==> src/rtl/mem_stage_pkg.sv <==
// mem_stage_pkg -- shared definitions for the memory stage.
//   Opcode encodings, FSM state encoding, access-size codes and small
//   decode helpers used by mem_stage and mem_load_ext.
package mem_stage_pkg;

  // Memory opcodes; any other 5-bit code is a non-memory pass-through.
  localparam logic [4:0] OP_NOP = 5'h00;
  localparam logic [4:0] OP_LB  = 5'h01;
  localparam logic [4:0] OP_LH  = 5'h02;
  localparam logic [4:0] OP_LW  = 5'h03;
  localparam logic [4:0] OP_LBU = 5'h04;
  localparam logic [4:0] OP_LHU = 5'h05;
  localparam logic [4:0] OP_SB  = 5'h06;
  localparam logic [4:0] OP_SH  = 5'h07;
  localparam logic [4:0] OP_SW  = 5'h08;

  // Access size codes (number of bytes = 1, 2, 4).
  localparam logic [1:0] SIZE_B = 2'd0;
  localparam logic [1:0] SIZE_H = 2'd1;
  localparam logic [1:0] SIZE_W = 2'd2;

  typedef enum logic [2:0] {
    IDLE = 3'd0,
    REQ  = 3'd1,
    XFER = 3'd2,
    LAST = 3'd3,
    DONE = 3'd4
  } state_e;

  function automatic logic is_mem_op(input logic [4:0] op);
    case (op)
      OP_LB, OP_LH, OP_LW, OP_LBU, OP_LHU,
      OP_SB, OP_SH, OP_SW: is_mem_op = 1'b1;
      default:             is_mem_op = 1'b0;
    endcase
  endfunction

  function automatic logic is_store_op(input logic [4:0] op);
    case (op)
      OP_SB, OP_SH, OP_SW: is_store_op = 1'b1;
      default:             is_store_op = 1'b0;
    endcase
  endfunction

  function automatic logic is_signed_op(input logic [4:0] op);
    case (op)
      OP_LB, OP_LH: is_signed_op = 1'b1;
      default:      is_signed_op = 1'b0;
    endcase
  endfunction

  function automatic logic [1:0] op_size(input logic [4:0] op);
    case (op)
      OP_LB, OP_LBU, OP_SB: op_size = SIZE_B;
      OP_LH, OP_LHU, OP_SH: op_size = SIZE_H;
      default:              op_size = SIZE_W;
    endcase
  endfunction

  // Index of the final byte of an access (N-1).
  function automatic logic [1:0] size_last_idx(input logic [1:0] sz);
    case (sz)
      SIZE_B:  size_last_idx = 2'd0;
      SIZE_H:  size_last_idx = 2'd1;
      default: size_last_idx = 2'd3;
    endcase
  endfunction

  function automatic logic is_misaligned(input logic [1:0] sz, input logic [1:0] a);
    case (sz)
      SIZE_H:  is_misaligned = a[0];
      SIZE_W:  is_misaligned = (a != 2'b00);
      default: is_misaligned = 1'b0;
    endcase
  endfunction

  // Little-endian byte lane select.
  function automatic logic [7:0] byte_sel(input logic [31:0] w, input logic [1:0] idx);
    case (idx)
      2'd0:    byte_sel = w[7:0];
      2'd1:    byte_sel = w[15:8];
      2'd2:    byte_sel = w[23:16];
      default: byte_sel = w[31:24];
    endcase
  endfunction

endpackage

==> src/rtl/mem_load_ext.sv <==
// mem_load_ext -- load byte assembly and sign/zero extension (combinational).
//   asm_in    : partially assembled load word
//   byte_in   : byte returned by the RAM
//   cap_en    : merge byte_in into the assembly this cycle
//   cap_idx   : little-endian lane for byte_in
//   size_in   : access size code (SIZE_B/H/W)
//   signed_in : 1 = sign-extend, 0 = zero-extend
//   asm_out   : assembly after merge (next value of the assembly register)
//   ext_out   : asm_out extended to 32 bits according to size/signedness
module mem_load_ext
  import mem_stage_pkg::*;
(
  input  logic [31:0] asm_in,
  input  logic [7:0]  byte_in,
  input  logic        cap_en,
  input  logic [1:0]  cap_idx,
  input  logic [1:0]  size_in,
  input  logic        signed_in,
  output logic [31:0] asm_out,
  output logic [31:0] ext_out
);

  // Merge the incoming byte into its lane.
  always_comb begin
    asm_out = asm_in;
    if (cap_en) begin
      case (cap_idx)
        2'd0:    asm_out[7:0]   = byte_in;
        2'd1:    asm_out[15:8]  = byte_in;
        2'd2:    asm_out[23:16] = byte_in;
        default: asm_out[31:24] = byte_in;
      endcase
    end else begin
      asm_out = asm_in;
    end
  end

  // Extend the merged value to a full word.
  always_comb begin
    ext_out = asm_out;
    case (size_in)
      SIZE_B:  ext_out = {{24{signed_in & asm_out[7]}}, asm_out[7:0]};
      SIZE_H:  ext_out = {{16{signed_in & asm_out[15]}}, asm_out[15:0]};
      default: ext_out = asm_out;
    endcase
  end

endmodule

==> src/rtl/mem_stage.sv <==
// mem_stage -- pipeline memory stage with a byte-wide RAM port.
//   Loads/stores of 1, 2 or 4 bytes are performed one byte per cycle,
//   little-endian, after winning the shared RAM arbiter. Non-memory ops
//   and bubbles pass straight through to the writeback registers.
//
// Ports:
//   clk_in, rst_in (async, active-low), rdy_in (global enable / freeze)
//   we_in, w_addr_in, w_data_in       : writeback request / store data
//   opcode_in, mem_addr_in, busy_in   : operation, byte address, bubble flag
//   ram_req / ram_gnt                 : arbiter handshake
//   ram_addr, ram_dout, ram_wr, ram_din : byte RAM (read data one cycle late)
//   wb_we, wb_w_addr, wb_w_data       : registered writeback result
//   stall_req                         : holds upstream while an access runs
//   misalign_out                      : misalignment trap pulse (only when
//                                       MEM_MISALIGN_TRAP_EN is defined)
//
// Build option: define MEM_MISALIGN_TRAP_EN to trap misaligned H/W accesses
// instead of performing them bytewise.
module mem_stage
  import mem_stage_pkg::*;
(
  input  logic        clk_in,
  input  logic        rst_in,
  input  logic        rdy_in,
  input  logic        we_in,
  input  logic [4:0]  w_addr_in,
  input  logic [31:0] w_data_in,
  input  logic [4:0]  opcode_in,
  input  logic [31:0] mem_addr_in,
  input  logic        busy_in,
  output logic        ram_req,
  input  logic        ram_gnt,
  output logic [31:0] ram_addr,
  output logic [7:0]  ram_dout,
  output logic        ram_wr,
  input  logic [7:0]  ram_din,
  output logic        wb_we,
  output logic [4:0]  wb_w_addr,
  output logic [31:0] wb_w_data,
`ifdef MEM_MISALIGN_TRAP_EN
  output logic        misalign_out,
`endif
  output logic        stall_req
);

  state_e      state_q, state_d;
  logic [1:0]  cnt_q, cnt_d;
  logic [1:0]  size_q, size_d;
  logic        store_q, store_d;
  logic        signed_q, signed_d;
  logic [31:0] data_q, data_d;
  logic [31:0] asm_q, asm_d;
  logic        ram_req_q, ram_req_d;
  logic [31:0] ram_addr_q, ram_addr_d;
  logic [7:0]  ram_dout_q, ram_dout_d;
  logic        ram_wr_q, ram_wr_d;
  logic        wb_we_q, wb_we_d;
  logic [4:0]  wb_w_addr_q, wb_w_addr_d;
  logic [31:0] wb_w_data_q, wb_w_data_d;
`ifdef MEM_MISALIGN_TRAP_EN
  logic        misalign_q, misalign_d;
`endif

  logic        accept;
  logic [1:0]  last_idx;
  logic        cap_en;
  logic [1:0]  cap_idx;
  logic [31:0] asm_next;
  logic [31:0] load_ext;

  assign accept   = rdy_in & (state_q == IDLE) & is_mem_op(opcode_in) & ~busy_in;
  assign last_idx = size_last_idx(size_q);

  // Stall is combinational so the upstream register holds in the accept cycle.
  assign stall_req = accept | (state_q == REQ) | (state_q == XFER) | (state_q == LAST);

  // A load byte arrives one cycle after its address: in XFER we capture the
  // previous byte, in LAST the final one.
  assign cap_en  = ((state_q == XFER) & (cnt_q != 2'd0)) | (state_q == LAST);
  assign cap_idx = (state_q == LAST) ? last_idx : (cnt_q - 2'd1);

  mem_load_ext u_load_ext (
    .asm_in    (asm_q),
    .byte_in   (ram_din),
    .cap_en    (cap_en),
    .cap_idx   (cap_idx),
    .size_in   (size_q),
    .signed_in (signed_q),
    .asm_out   (asm_next),
    .ext_out   (load_ext)
  );

  // Next-state and next-output logic; every register holds when rdy_in is low.
  always_comb begin
    state_d     = state_q;
    cnt_d       = cnt_q;
    size_d      = size_q;
    store_d     = store_q;
    signed_d    = signed_q;
    data_d      = data_q;
    asm_d       = asm_q;
    ram_req_d   = ram_req_q;
    ram_addr_d  = ram_addr_q;
    ram_dout_d  = ram_dout_q;
    ram_wr_d    = ram_wr_q;
    wb_we_d     = wb_we_q;
    wb_w_addr_d = wb_w_addr_q;
    wb_w_data_d = wb_w_data_q;
`ifdef MEM_MISALIGN_TRAP_EN
    misalign_d  = misalign_q;
`endif
    if (rdy_in) begin
      case (state_q)
        IDLE: begin
          if (accept) begin
            size_d      = op_size(opcode_in);
            store_d     = is_store_op(opcode_in);
            signed_d    = is_signed_op(opcode_in);
            data_d      = w_data_in;
            asm_d       = 32'h0000_0000;
            cnt_d       = 2'd0;
            wb_we_d     = 1'b0;
            wb_w_addr_d = w_addr_in;
`ifdef MEM_MISALIGN_TRAP_EN
            if (is_misaligned(op_size(opcode_in), mem_addr_in[1:0])) begin
              state_d    = DONE;
              misalign_d = 1'b1;
            end else begin
              state_d    = REQ;
              ram_req_d  = 1'b1;
              ram_addr_d = mem_addr_in;
            end
`else
            state_d    = REQ;
            ram_req_d  = 1'b1;
            ram_addr_d = mem_addr_in;
`endif
          end else begin
            // Pass-through or bubble: one-cycle registered copy.
            wb_we_d     = we_in & ~busy_in;
            wb_w_addr_d = w_addr_in;
            wb_w_data_d = w_data_in;
          end
        end
        REQ: begin
          if (ram_gnt) begin
            state_d    = XFER;
            cnt_d      = 2'd0;
            ram_wr_d   = store_q;
            ram_dout_d = store_q ? data_q[7:0] : 8'h00;
          end else begin
            state_d = REQ;
          end
        end
        XFER: begin
          // Grant is not re-checked here: the arbiter never preempts.
          asm_d = asm_next;
          if (cnt_q == last_idx) begin
            if (store_q) begin
              state_d    = DONE;
              ram_req_d  = 1'b0;
              ram_wr_d   = 1'b0;
              ram_dout_d = 8'h00;
              wb_we_d    = 1'b0;
            end else begin
              state_d = LAST;
            end
          end else begin
            cnt_d      = cnt_q + 2'd1;
            ram_addr_d = ram_addr_q + 32'd1;  // wraps modulo 2^32
            ram_dout_d = store_q ? byte_sel(data_q, cnt_q + 2'd1) : 8'h00;
          end
        end
        LAST: begin
          asm_d       = asm_next;
          state_d     = DONE;
          ram_req_d   = 1'b0;
          wb_we_d     = 1'b1;
          wb_w_data_d = load_ext;
        end
        DONE: begin
          // Inputs are ignored here; the next op is taken from IDLE.
          state_d = IDLE;
          cnt_d   = 2'd0;
          wb_we_d = 1'b0;
`ifdef MEM_MISALIGN_TRAP_EN
          misalign_d = 1'b0;
`endif
        end
        default: begin
          state_d   = IDLE;
          ram_req_d = 1'b0;
          ram_wr_d  = 1'b0;
        end
      endcase
    end else begin
      state_d = state_q;
    end
  end

  // State and output registers with asynchronous active-low reset.
  always_ff @(posedge clk_in or negedge rst_in) begin
    if (!rst_in) begin
      state_q     <= IDLE;
      cnt_q       <= 2'd0;
      size_q      <= SIZE_B;
      store_q     <= 1'b0;
      signed_q    <= 1'b0;
      data_q      <= 32'h0000_0000;
      asm_q       <= 32'h0000_0000;
      ram_req_q   <= 1'b0;
      ram_addr_q  <= 32'h0000_0000;
      ram_dout_q  <= 8'h00;
      ram_wr_q    <= 1'b0;
      wb_we_q     <= 1'b0;
      wb_w_addr_q <= 5'd0;
      wb_w_data_q <= 32'h0000_0000;
`ifdef MEM_MISALIGN_TRAP_EN
      misalign_q  <= 1'b0;
`endif
    end else begin
      state_q     <= state_d;
      cnt_q       <= cnt_d;
      size_q      <= size_d;
      store_q     <= store_d;
      signed_q    <= signed_d;
      data_q      <= data_d;
      asm_q       <= asm_d;
      ram_req_q   <= ram_req_d;
      ram_addr_q  <= ram_addr_d;
      ram_dout_q  <= ram_dout_d;
      ram_wr_q    <= ram_wr_d;
      wb_we_q     <= wb_we_d;
      wb_w_addr_q <= wb_w_addr_d;
      wb_w_data_q <= wb_w_data_d;
`ifdef MEM_MISALIGN_TRAP_EN
      misalign_q  <= misalign_d;
`endif
    end
  end

  assign ram_req   = ram_req_q;
  assign ram_addr  = ram_addr_q;
  assign ram_dout  = ram_dout_q;
  assign ram_wr    = ram_wr_q;
  assign wb_we     = wb_we_q;
  assign wb_w_addr = wb_w_addr_q;
  assign wb_w_data = wb_w_data_q;
`ifdef MEM_MISALIGN_TRAP_EN
  assign misalign_out = misalign_q;
`endif

endmodule

==> config.mk <==
export PLATFORM = sky130hd
export DESIGN_NAME = mem_stage
export DESIGN_NICKNAME = d
export VERILOG_FILES = /design/src/rtl/mem_stage_pkg.sv /design/src/rtl/mem_load_ext.sv /design/src/rtl/mem_stage.sv
export SDC_FILE = /design/constraint.sdc
export NUM_CORES = 1
export LEC_CHECK = 0
export ABC_CLOCK_PERIOD_IN_PS = 8200
export BUFFER_PORTS_ARGS = -buffer_cell sky130_fd_sc_hd__buf_2
export CORE_MARGIN = 2
export CORE_UTILIZATION = 60
export DETAILED_ROUTE_END_ITERATION = 12
export PLACE_DENSITY_LB_ADDON = 0.15
export SLEW_MARGIN = 20
export SYNTH_ARGS = -nofsm -noshare
export SYNTH_HDL_FRONTEND = slang
export SYNTH_SLANG_ARGS = --single-unit
export TNS_END_PERCENT = 10
==> constraint.sdc <==
create_clock -name clk_in -period 8.2 [get_ports clk_in]
set_input_delay 2.05 -clock clk_in [delete_from_list [all_inputs] [get_ports clk_in]]
set_output_delay 2.05 -clock clk_in [all_outputs]
set_load 0.05 [all_outputs]
Word-level counts from Yosys, hierarchy flattened --
Memories as Yosys holds them, arrays and structs flattened. Cells that the tools add are included.
Cells by class: reduce and logical (&&, ||, !) cells 30, bitwise logic cells 14, add/sub/neg operators 3, mux-type cells 43, eq/ne operators 24
Operators with widths (count):
- 32-bit one-hot mux with 2 select lines | 4
- 32-bit two-way mux | 5
- 8-bit two-way mux | 9
- 32-bit by 1-bit adder with 32-bit output, second input constant | 1
- 8-bit one-hot mux with 3 select lines | 1
- 5-bit by 3-bit == test with 1-bit output, second input constant | 4
- 8-bit one-hot mux with 2 select lines | 1
- 5-bit AND reduction | 3
- 3-bit OR reduction | 5
- 3-bit one-hot mux with 4 select lines | 1
- 3-bit AND reduction | 4
- 4-bit AND reduction | 3
- 2-bit two-way mux | 5
- 2-bit != test, second input constant | 5
- 2-bit nonzero test | 5
- 3-bit two-way mux | 3
- 1-bit two-way mux | 8
- 2-bit one-hot mux with 2 select lines | 2
- 2-bit one-hot mux with 4 select lines | 1
- 4-bit nonzero test | 2
- 1-bit bitwise AND | 7
- 2-bit by 1-bit == test with 1-bit output, second input constant | 3
- 3-bit by 2-bit == test with 1-bit output, second input constant | 2
- 2-bit zero test | 3
- 18 further kinds | 27
Word-level totals: memories 1, bits of input ports 88, register bits after elaboration 153, output and inout bits 81, ROM bits 16
Memory list:
- (name not given) | words 16, bits a word 1, rd ports 1, clocked after Yosys merged registers in 0, wr ports 0, line mem_stage_pkg.sv:31 | case (op)

Longest topological paths before layout --
Gate-level depths: netlist of the first run.
depth after elaboration 10, depth in mapped cells 9, gate-level depth less buffers 7

By module --
A second synthesis of the first run with hierarchy kept.
Unflattened totals: cells, all modules 955, area, all modules 8459.4 µm²
By module, submodules not included:
- mem_stage | cells an instance 860, area each 7704.9 µm², instances 1, seq. area each 3828.7 µm²
- mem_load_ext | cells an instance 95, area each 754.5 µm², instances 1, seq. area each 0.0 µm²

Worst setup path before layout of the first run --
No wires, ideal clock.
path kind input to output, start point input port opcode_in[1], end point output port stall_req, data required time 6.150 ns, path slack 2.235 ns, path buffers 2, stages 5, arrival time 3.915 ns, path through or4_1 -> nand4_1 -> clkbuf_1 -> buf_1 -> o21ai_0
Between the ends: word-level cells in the longest chain between the ends 7
RTL lines:
- start: declaration | line mem_stage.sv:28 | input logic [4:0] opcode_in,
- memory 16 x 1 bit
- 1-bit two-way mux | line mem_stage_pkg.sv:31
- 1-bit bitwise AND (2 in series) | line mem_stage.sv:71 | assign accept = rdy_in & (state_q == IDLE) & is_mem_op(opcode_in) & ~busy_in;
- 1-bit bitwise OR (3 in series) | line mem_stage.sv:75 | assign stall_req = accept | (state_q == REQ) | (state_q == XFER) | (state_q == LAST);
- end: declaration | line mem_stage.sv:43 | output logic stall_req
No other way between the ends.

Final worst setup path of the first run --
start point input port rdy_in, end point output port stall_req
Between the ends: word-level cells in the longest chain between the ends 6
RTL lines:
- start: declaration | line mem_stage.sv:24 | input logic rdy_in,
- 1-bit bitwise AND (3 in series) | line mem_stage.sv:71
- 1-bit bitwise OR (3 in series) | line mem_stage.sv:75
No other way between the ends.

==> flow_summary.ini, run 1 <==
[pwr]
power_mw = 4.09
p_sw_frac = 0.485
intPower_mw = 2.11
p_seq_frac = 0.336
leakage_nw = 4.47
p_comb_frac = 0.481
p_per_area_nw_per_um2 = 428
clock_power_share = 0.182
peakVddDrop_uv = 224
p_switching_mw = 1.98

[worst_setup_path]
startpoint_type = input port
arrival_ps = 3370
path_class = in2out
cp_max_fo = 9
reg2reg_slack_ps = 4970
critPathCaptureType = output port
crit_required_ps = 6150

[synth]
syn_inst = 885
synth_top_area_share = 0.474
synth_cell_types = 61
synth-async-reset-ratio = 1.00
synth-seq-area-share = 0.474
synth-seq-cells = 153
avgSynthCellArea_sq_um = 9.13
synth-edff-count = 0
netlist_top_cells_area = dfrtp_1 (47%), nand2_1 (9.4%), mux2_2 (4.7%)
yosys_warnings = 0
synth_area_sq_um = 8080
synth_top_area_cell = dfrtp_1
syn-num-nets = 979
synth_ff_type = dfrtp_1

[sta]
rsz0062_at_grt = no
finalSetupViolCount = 0
slew_headroom = 0.225
hold_violations = 0
report.final.slew_viol_count = 0
clock-skew-final_ps = 9.37
setup_slack_ps = 2780
finalCriticalPeriod_ps = 5420
timing.fmax_ghz = 0.184
tns_ps = 0
min_period_over_period = 0.661
tightestPinTransition_ps = 1160

[floorplanning]
die_width_um = 120
core.rowCount = 42
ioPinCount = 169
initial_core_util = 0.613
dieArea_sq_um = 14400
core_area_sq_um = 13200
die_height_um = 120

[routing]
vias = 7549
first_pass_iters = 8
drt_iter0_drc = 1009
routed_via_density = 6.25
antenna_left = 0
post_drt_wl_per_cell_um = 19.1
drc = 0
wl_mm = 23.1

[placed_design]
io_buffer_count = 168
post-place-ws_ps = 2790
place_inst = 1175
place_congestion = 0.884
hpwl_mm = 15.5
post_dp_cell_area_sq_um = 8960

[final_layout]
layout.nets = 1112
final_cells = 1207
final_area_sq_um = 9540
area_growth_syn_to_layout_pct = 18.0
final_layout_size_suffix_gt1_frac = 0.252
num-fill-cells = 1003
n_antenna_cell = 0

[clock_network]
cts_buffers = 17
clkSinkCount = 153
root_buffer = clkbuf_16
cts_hold_buf = 0
htreeDepth = 4
post_cts_buffers = 0
clk_latency_ps = 430
path_clk_slew_ps = 60
cts_tree = built
clock_path_buffers = 2
cts-resized-gates = 0

[grt]
antenna_found_initial = 0
grt_pass1_vias = 7005
track_usage = 0.326
grt_pass1_wl_mm = 36.4
overflow = 0
grt_max_degree = 79

[worst_hold_path]
min_path_type = reg2reg

[flow_run]
max_cap_viol_count = 0

[run_status]
outcome = finished, final reports clean
## worst paths after layout
check / from / to / cells past startpoint
max: rdy_in / stall_req / 5
min: wb_w_addr[3] / wb_w_addr[3] / 2
max in group asynchronous: rst_in / cnt_q[0] / 2
min in group asynchronous: rst_in / data_q[26] / 1
max reg2reg: state_q[0] / ram_addr[10] / 6
min reg2reg: wb_w_addr[3] / wb_w_addr[3] / 2
## registers in the layout, summed over array words and instances, names as in the netlist
signal / flops
signed_q: 1
wb_we: 1
ram_wr: 1
wb_w_data: 32
store_q: 1
wb_w_addr: 5
cnt_q: 2
ram_req: 1
data_q: 32
ram_addr: 32
ram_dout: 8
size_q: 2
state_q: 3
asm_q: 32
## power groups by stage
stage	logic, mW	registers [mW]	clock network, mW
after floorplan	0.914	1.89	0
after global placement	1.90	1.37	0
after detailed placement	1.94	1.37	0
after CTS	1.96	1.36	0.748
after global routing	2.10	1.41	0.789
final	1.97	1.37	0.745
## worst max-delay path, stage by stage
cell and delay (ps):
buf_2 160, nor4b_2 560, nand4_1 190, o21ai_0 130, buf_2 290
## layer usage
layer | vias to the layer above | global-route usage | routed length, um
li1 | 3440 | - | -
met1 | 3635 | 0.449 | 9400
met2 | 421 | 0.493 | 10800
met3 | 53 | 0.0875 | 2170
met4 | 0 | 0.126 | 701
met5 | - | 0 | 0
## cells in the mapped netlist, drive strengths merged (8+ instances only)
| library cell | count |
|---|---|
| a21oi | 41 |
| a221oi | 24 |
| a222oi | 8 |
| a22o | 34 |
| a2bb2oi | 17 |
| and3 | 8 |
| buf | 34 |
| clkbuf | 28 |
| dfrtp | 153 |
| mux2 | 42 |
| mux2i | 12 |
| nand2 | 202 |
| nand3 | 25 |
| nand4 | 13 |
| nor2 | 89 |
| o21ai | 51 |
| o22ai | 13 |
## cells by family after synthesis
logic type,synth area share
and+or+nand+nor,0.209
AOI/OAI and AO/OA,0.191
muxes,0.0771
DFF,0.474
buffers and inverters,0.0373
adders and majority gates,0.00929
xor gates and xnor gates,0.00217
## cell usage in the layout (no fill, tap or decap), types with 3 or more instances in the layout
cell       Yosys  routed
clkbuf_16      0      17
clkinv_2       0       6
a22o_1        34      34
nand3_1       25      25
o31ai_1        4       4
mux2i_1       12      12
inv_1          7       7
nor2b_1        7       7
o21ai_1        5       5
or2_2          3       3
nand2b_1       4       4
clkbuf_8       0       4
o22ai_1       13      12
a222oi_1       8       8
o22a_1         5       5
clkbuf_1      28       3
mux2_2        34      34
a221oi_1      23      23
nand2_1      202     202
mux2_4         8       8
buf_2         19     167
dfrtp_1      153     153
o211ai_1       3       3
buf_4          5       7
nor3b_1        6       6
a2bb2oi_1     17      17
o21ai_0       45      45
nor4_1         4       3
nor3_1         5       5
and3_1         8       8
a21oi_1       41      40
nor2_1        88      88
nand4_1       13      13
ha_1           6       6
## layout make-up
class	instances	area [sq um]	share of cell area
clock inverter	8	68.8	0.00722
clock buffer	24	492	0.0516
timing repair buffer	176	911	0.0955
tap	176	220	0.0231
multi-input combinational	663	3990	0.418
inverter	7	26.3	0.00276
sequential	153	3830	0.401
## through the flow
step | utilization | hold WS (ps)
after CTS | 0.722 | 477
final | 0.723 | 471
after global routing | 0.723 | 493
after floorplan | - | 445
after detailed placement | 0.680 | 463
after global placement | 0.680 | 456
Note: power is estimated with default switching activity, not from simulation.
==> run 2, diff against run 1 <==
Settings changed: ABC_AREA set to 1, ABC_CLOCK_PERIOD_IN_PS 8200 to 4600, CORE_UTILIZATION 60 to 51.
Clock period 8.2 ns to 4.6 ns, I/O delays scaled along.
==> run 2 against run 1 <==
Via count up 12%. Setup slack got worse by 1700 ps. Sequential power grew 82%. Combinational power is 100% higher. Largest power group unchanged. Clock power is 69% higher. Synthesized cell count is 36% higher. Global-route usage shrank 4.2 points. Die area is 26% higher.
==> flow_summary.ini, run 2 <==
[floorplanning]
initial_core_util = 0.524
die_height_um = 135
die_width_um = 135
dieArea_sq_um = 18200
core.rowCount = 47
core_area_sq_um = 16600
ioPinCount = 169

[worst_setup_path]
r2r-start = size_q[1]
path_class = in2out
cp_max_fo = 11
critPathCaptureType = output port
r2r_end = ram_addr[19]
reg2reg_slack_ps = 1520
crit_required_ps = 3450
arrival_ps = 2330
ff2ff_path_depth = 10
startpoint_type = input port

[pwr]
p_per_area_nw_per_um2 = 765
peakVddDrop_uv = 596
leakage_nw = 5.21

[clock_network]
clock_path_buffers = 2
cts_tree = built
cts_hold_buf = 0
htreeDepth = 4
cts_buffers = 17
clkSinkCount = 153
clk_latency_ps = 430
cts-resized-gates = 0
root_buffer = clkbuf_16
post_cts_buffers = 0
path_clk_slew_ps = 60

[synth]
synth_top_area_share = 0.439
synth_xor_area_frac = 0.0121
synth_compound_area_frac = 0.128
syn_inst = 1206
synthTopCellsByCount = nand2_1 (408), dfrtp_1 (153), inv_1 (127)
yosysMostFrequentCell = nand2_1
synth_top_family_by_area = simple AND/OR/NAND/NOR gates
synth_ff_type = dfrtp_1
synth-edff-count = 0
synth-async-reset-ratio = 1.00
avgSynthCellArea_sq_um = 7.23
synthSimpleGateAreaFrac = 0.316
netlist_top_cells_area = dfrtp_1 (44%), nand2_1 (18%), o21ai_0 (5.9%)
synth-seq-cells = 153
synthMuxAreaShare = 0.00761
synth_top_area_cell = dfrtp_1
synth_cell_types = 41
synthAdderAreaFrac = 0.00861
yosys_warnings = 0
synth_area_sq_um = 8720
synth-seq-area-share = 0.439
syn-num-nets = 1300

[placed_design]
post-place-ws_ps = 1140
place_congestion = 0.955
place_inst = 1549
hpwl_mm = 18.2
io_buffer_count = 168

[routing]
first_pass_iters = 5
routed_via_density = 5.38
vias = 8488
antenna_left = 0
drt_iter0_drc = 785
wl_mm = 25.5
drc = 0
post_drt_wl_per_cell_um = 16.1

[sta]
rsz0062_at_grt = no
tns_ps = 0
setup_slack_ps = 1120
holdWs_ps = 473
slew_headroom = 0.410
timing.fmax_ghz = 0.287
finalSetupViolCount = 0
tightestPinTransition_ps = 885
hold_violations = 0
clock-skew-final_ps = 7.80
report.final.slew_viol_count = 0
finalCriticalPeriod_ps = 3480
min_period_over_period = 0.756

[grt]
grt_util_met1 = 0.430
grt_pass1_vias = 7676
met2_usage = 0.409
track_usage = 0.284
grt_max_degree = 95
overflow = 0
antenna_found_initial = 1
busiest_layer = met1
grt_pass1_wl_mm = 40.3
grt_use_met3 = 0.0616

[worst_hold_path]
min_path_type = reg2reg
min_path_cells = 2
min_to = wb_w_data[23]
min_from = wb_w_data[23]

[run_status]
outcome = finished, final reports clean

[final_layout]
utilization = 0.609
area_growth_syn_to_layout_pct = 16.3
layout.nets = 1442
final_layout_size_suffix_gt1_frac = 0.184
final_cell_mix = nand2_1 (408), buf_2 (167), dfrtp_1 (153)
final_common_cell = nand2_1
final_cells = 1577

[flow_run]
max_cap_viol_count = 0
[run 2: cell count changes in the layout (fill, tap and decap cells not counted), moves of 15 or more]
cell / delta
nand2_1: +206
inv_1: +120
o21ai_0: +58
nand3_1: +54
a22o_1: -34
nor2_1: -34
mux2_2: -29
a221oi_1: -23
o22ai_1: +20
or2_2: +18
a2bb2oi_1: -17
nand4_1: +15
[run 2: cell type report]
cell class              count  area [sq um]
inverters                 133           499
clock buffers              22           444
repair buffers            177           915
flip-flops and latches    153          3830
well taps                 220           275
diodes                      1          2.50
fillers                  1569          6500
multi-input cells         866          4120
clock inverters             5          52.6
[run 2: per-layer routing]
metal / wire length [um] / up-vias / part of all wire
met1: 11600 / 3909 / 0.46
met5: 0 / - / 0
li1: - / 4179 / -
met2: 11200 / 364 / 0.44
met3: 2150 / 36 / 0.084
met4: 491 / 0 / 0.019
[run 2: per-stage QoR]
step           cell area, sq um  power (mW)
2_1_floorplan              8720        5.48
3_3_place_gp               9640        6.39
3_5_place_dp               9640        6.46
4_1_cts                   10100        7.73
5_1_grt                   10100        8.29
6_report                  10100        7.76
[run 2: worst max-delay path by stage]
stage	end	slack, ps	cells past startpoint	from
after global placement	stall_req	1150	7	opcode_in[1]
after detailed placement	stall_req	1140	7	opcode_in[1]
after floorplan	stall_req	1020	6	opcode_in[1]
final	stall_req	1120	7	opcode_in[1]
after CTS	stall_req	1120	7	opcode_in[1]
after global routing	stall_req	1000	7	opcode_in[1]
[run 2: kinds of logic after synthesis]
family / count (synthesis)
and+or+nand+nor: 632
AOI/OAI and AO/OA: 210
buffers and inverters: 187
DFF: 153
xor gates and xnor gates: 12
muxes: 6
adders and majority gates: 6
[run 2: critical path, stage by stage]
cell     delay [ps]
buf_2           120
nor2_1          130
nand2_1          80
xor2_1          260
nand2_4         150
o21ai_0         120
buf_2           300
[run 2: power breakdown]
| group | internal (mW) | leakage [nW] | switching, mW |
|---|---|---|---|
| clock | 0.725 | 0.241 | 0.535 |
| sequential | 1.97 | 1.95 | 0.538 |
| combinational | 1.06 | 3.02 | 2.93 |
| total | 3.75 | 5.21 | 4.01 |
